File: config.mk
export PLATFORM = sky130hd
export DESIGN_NAME = truth_table_sequencer
export DESIGN_NICKNAME = d
export VERILOG_FILES = /design/src/rtl/tt_pkg.sv /design/src/rtl/tt_compare.sv /design/src/rtl/truth_table_sequencer.sv
export SDC_FILE = /design/constraint.sdc
export NUM_CORES = 1
export LEC_CHECK = 0
export ABC_CLOCK_PERIOD_IN_PS = 2000
export CORE_UTILIZATION = 35
export CTS_BUF_LIST = sky130_fd_sc_hd__clkbuf_4
export CTS_CLUSTER_DIAMETER = 80
export DETAILED_ROUTE_END_ITERATION = 6
export PLACE_DENSITY_LB_ADDON = 0.1
export SLEW_MARGIN = 10
export SYNTH_ARGS = -nofsm -noshare
export SYNTH_HDL_FRONTEND = slang
export SYNTH_SLANG_ARGS = --single-unit
File: constraint.sdc
create_clock -name clk -period 2 [get_ports clk]
set_clock_uncertainty 0.2 [all_clocks]
set_input_delay 0.6 -clock clk [delete_from_list [all_inputs] [get_ports clk]]
set_output_delay 0.6 -clock clk [all_outputs]
set_load 0.01 [all_outputs]
File: src/rtl/tt_pkg.sv
// tt_pkg: FSM state encoding and golden truth tables for 2-input gates
package tt_pkg;
   typedef enum logic [1:0] {IDLE = 2'd0, APPLY = 2'd1, CHECK = 2'd2, DONE = 2'd3} state_t;
   localparam logic [3:0] TT_NAND2 = 4'b0111;
   localparam logic [3:0] TT_AND2  = 4'b1000;
   localparam logic [3:0] TT_OR2   = 4'b1110;
   localparam logic [3:0] TT_XOR2  = 4'b0110;
endpackage

File: src/rtl/tt_compare.sv
// tt_compare: flags a gate output that differs from the golden bit, X/Z included
module tt_compare #(
   parameter int N_IN = 2
) (
   input  logic [N_IN-1:0]      i_m,
   input  logic [2**N_IN-1:0]   i_truth,
   input  logic                 i_dut_s,
   output logic                 o_mismatch
);
   assign o_mismatch = i_dut_s !== i_truth[i_m];
endmodule

File: src/rtl/truth_table_sequencer.sv
// truth_table_sequencer: sweeps every minterm into a gate and scores it against a golden truth table
module truth_table_sequencer
   import tt_pkg::*;
#(
   parameter int                N_IN  = 2,
   parameter logic [2**N_IN-1:0] TRUTH = TT_NAND2
) (
   input  logic                 clk,
   input  logic                 rst,
   input  logic                 start,
   input  logic                 dut_s,
   output logic [N_IN-1:0]      x,
   output logic                 busy,
   output logic                 done,
   output logic                 pass,
   output logic [N_IN:0]        err_count,
   output logic [2**N_IN-1:0]   fail_mask
);
   localparam int M = 2**N_IN;
   state_t            r_state;
   logic [N_IN-1:0]   r_m;
   logic [N_IN-1:0]   r_x;
   logic              r_busy;
   logic              r_done;
   logic              r_pass;
   logic [N_IN:0]     r_err;
   logic [M-1:0]      r_mask;
   logic              w_mismatch;
   logic              w_last;
   assign w_last = r_m == N_IN'(M-1);
   tt_compare #(.N_IN(N_IN)) u_cmp (
      .i_m        (r_m),
      .i_truth    (TRUTH),
      .i_dut_s    (dut_s),
      .o_mismatch (w_mismatch)
   );
   always_ff @(posedge clk) begin
      if (rst) begin
         r_state <= IDLE;
         r_m     <= '0;
         r_x     <= '0;
         r_busy  <= 1'b0;
         r_done  <= 1'b0;
         r_pass  <= 1'b0;
         r_err   <= '0;
         r_mask  <= '0;
      end else begin
         case (r_state)
            IDLE: if (start) begin
               r_state <= APPLY;
               r_m     <= '0;
               r_x     <= '0;
               r_busy  <= 1'b1;
               r_pass  <= 1'b0;
               r_err   <= '0;
               r_mask  <= '0;
            end
            APPLY: r_state <= CHECK;
            CHECK: begin
               if (w_mismatch) begin
                  r_err         <= r_err + 1'b1;
                  r_mask[r_m]   <= 1'b1;
               end
               if (w_last) begin
                  r_state <= DONE;
                  r_x     <= '0;
                  r_busy  <= 1'b0;
                  r_done  <= 1'b1;
                  r_pass  <= (r_err == '0) && !w_mismatch;
               end else begin
                  r_state <= APPLY;
                  r_m     <= r_m + 1'b1;
                  r_x     <= r_m + 1'b1;
               end
            end
            DONE: begin
               r_state <= IDLE;
               r_done  <= 1'b0;
            end
            default: r_state <= IDLE;
         endcase
      end
   end
   assign x         = r_x;
   assign busy      = r_busy;
   assign done      = r_done;
   assign pass      = r_pass;
   assign err_count = r_err;
   assign fail_mask = r_mask;
endmodule

==> impl_metrics.py, run 1 <==
metrics = {
    "clock_network": {
        "cts_buffer_depth": 2,
        "cts_tree": "done",
        "clock_latency_ns": 0.29,
        "ctsHtreeMaxLevel": 1,
        "cts-root-buf": "clkbuf_4",
        "path_clk_slew_ns": 0.10,
        "numClockSinks": 16,
        "numCtsBuffers": 3,
    },
    "grt": {
        "grt_pass1_wl_um": 2640,
        "grt_antenna_before_repair": 0,
        "overflow": 0,
        "track_usage": 0.148,
        "first_global_vias": 591,
        "grt_max_degree": 12,
    },
    "die": {
        "fp.dieH_um": 48.7,
        "ios": 16,
        "die_x_um": 48.7,
        "num_rows": 16,
        "die-area_um2": 2370,
        "start_util": 0.381,
        "coreArea_um2": 2000,
    },
    "setup_path": {
        "startpoint_type": "register",
        "reg2reg_depth": 4,
        "crit_arrival_ns": 0.94,
        "worst-path-max-fanout": 4,
        "end_kind": "output port",
        "path_buf_inv": 1,
        "cp_slowest_stage_delay_ns": 0.37,
        "criticalPathCategory": "reg -> out",
        "cp_slowest_cell": "dfxtp_1",
        "critPathRequiredTime_ns": 1.20,
        "critPathTopFamily": "flip-flops",
        "path_depth": 1,
        "crit_chain": "dlygate4sd2_1",
    },
    "detailed_routing": {
        "routed_wl_um": 1560,
        "vias": 649,
        "vias_per_cell": 4.92,
        "first_iter_violations": 6,
        "wire_per_inst_um": 11.8,
        "route.detailed.drc": 0,
        "first_pass_iters": 4,
        "ant_nets": 0,
    },
    "final_layout": {
        "layout.cells.most_common": "dfxtp_1",
        "final_cell_mix": "dfxtp_1, dlymetal6s2s_1, nor2_1",
        "num-fill-cells": 210,
        "drive_above_1_share": 0.0952,
        "fin_area_um2": 1000,
        "syn_to_final_growth_pct": 31.4,
        "antenna_cells": 0,
        "nNetsFinal": 117,
    },
    "logic_synthesis": {
        "synth.ff_latch_count": 16,
        "synth_top_cell_area_share": 0.420,
        "synth.largest_area_cell": "dfxtp_1",
        "synth_fp_nets": 97,
        "yosysUniqueCellTypes": 24,
        "syn_area_um2": 762,
        "ys_seq_area_frac": 0.420,
        "synth.avg_cell_area_um2": 8.86,
        "synth_top_cells_by_area": "dfxtp_1, ha_1, a31oi_1",
        "yosysWarnings": 0,
        "synthCells": 86,
    },
    "power_and_ir_drop": {
        "power_density_nw_per_um2": 577,
        "ir_drop_uv": 303,
        "p_total_mw": 0.578,
        "power_leakage_nw": 0.556,
    },
    "place": {
        "portBuffers": 15,
        "gp_congestion": 0.736,
        "dpl_worst_slack_ns": 0.0259,
        "placed_area_um2": 951,
        "hpwlAfterDp_um": 1090,
    },
    "sta": {
        "worst_slew_pin_slew_ns": 0.357,
        "min_period_ns": 1.74,
        "timing_hold_violations_final": 0,
        "setup_tns_ns": 0,
        "rsz0062_at_grt": "false",
        "fmax_ghz": 0.576,
        "relSlewSlack": 0.761,
        "setup_slack_ns": 0.264,
        "report.final.slew_viol_count": 0,
        "finalCritPeriodShare": 0.868,
        "setup_violations": 0,
    },
    "run": {
        "drv_cap": 0,
    },
    "worst_hold_path": {
        "hold_path.class": "reg -> reg",
        "min_path_cells": 2,
    },
    "outcome": {
        "status": "completed",
    },
}
sequential cells by signal, summed over array words and instances, names as in the netlist:
| name | flops |
|---|---|
| fail_mask | 4 |
| err_count | 3 |
| r_m | 2 |
| r_state | 2 |
| x | 2 |
| busy | 1 |
| done | 1 |
| pass | 1 |
Yosys cell counts, drive strengths merged:
master	number
a211oi	1
a21o	1
a21oi	7
a22oi	1
a31o	1
a31oi	6
buf	3
clkbuf	1
dfxtp	16
ha	7
inv	7
mux2i	1
nand2	4
nand2b	1
nand3	7
nand4	1
nor2	8
nor2b	4
nor4bb	1
o21ai	5
o21bai	1
xnor2	1
xor2	1
worst paths after layout:
kind / endpoint / from / slack (ns)
worst max-delay path: err_count[1] / err_count[1]$_SDFFE_PP0P_ / 0.26
worst min-delay path: x[0]$_SDFFE_PP0P_ / x[0]$_SDFFE_PP0P_ / 0.26
worst max register to register: err_count[2]$_SDFFE_PP0P_ / r_m[1]$_SDFFE_PP0P_ / 0.36
worst min register to register: x[0]$_SDFFE_PP0P_ / x[0]$_SDFFE_PP0P_ / 0.26
cell families (layout without fill, tap and decap cells):
| group | count (synthesis) | count (layout) | share of synthesized area |
|---|---|---|---|
| AND/OR/NAND/NOR | 26 | 26 | 0.167 |
| AO/OA/AOI/OAI | 23 | 23 | 0.184 |
| flip-flops | 16 | 16 | 0.420 |
| buffers and inverters | 11 | 30 | 0.0673 |
| adder cells (fa/ha/maj) | 7 | 7 | 0.115 |
| XOR/XNOR | 2 | 2 | 0.0328 |
| multiplexers | 1 | 1 | 0.0131 |
per-stage QoR:
| stage | util | cells | hold slack (ns) |
|---|---|---|---|
| finish | 0.500 | 132 | 0.256 |
| global route | 0.500 | 132 | 0.279 |
| CTS | 0.488 | 132 | 0.261 |
| detailed placement | 0.475 | 128 | 0.247 |
| global placement | 0.475 | 128 | 0.243 |
| floorplan | - | 86 | 0.276 |
where the power goes:
part           switching, mW  internal [mW]  leakage (nW)  total (mW)
clock network          0.112         0.0727        0.0154       0.184
logic                 0.0325         0.0285         0.411      0.0610
registers            0.00671          0.326         0.130       0.332
total                  0.151          0.427         0.556       0.578
cell type report:
| type | count | area, µm² | share of cell area |
|---|---|---|---|
| clock inverter | 1 | 3.75 | 0.00375 |
| sequential | 16 | 322 | 0.321 |
| multi-input combinational | 59 | 390 | 0.390 |
| tap | 27 | 33.8 | 0.0338 |
| clock buffer | 3 | 22.5 | 0.0225 |
| timing repair buffer | 19 | 203 | 0.202 |
| inverter | 7 | 26.3 | 0.0263 |
repair_timing:
item	in CTS	in global routing
endpoints found under the setup margin	3	10
resized for setup	3	10
hold buffers	0	0
setup buffers	0	0
gates cloned	0	0
routing by layer:
metal / track usage / vias to the layer above / share of wire
met4: 0.103 / 0 / 0.027
met3: 0.0314 / 6 / 0.059
met2: 0.211 / 21 / 0.41
li1: - / 334 / -
met1: 0.196 / 288 / 0.50
met5: 0 / - / 0
No activity file was read; power rests on OpenSTA's default activity.
==> run 2, diff against run 1 <==
--- a/config.mk
+++ b/config.mk
@@ -15,3 +15,4 @@
 export SYNTH_ARGS = -nofsm -noshare
 export SYNTH_HDL_FRONTEND = slang
 export SYNTH_SLANG_ARGS = --single-unit
+export TNS_END_PERCENT = 1
==> results of run 2 <==
Final layout, timing and power as in run 1 (identical DEF).
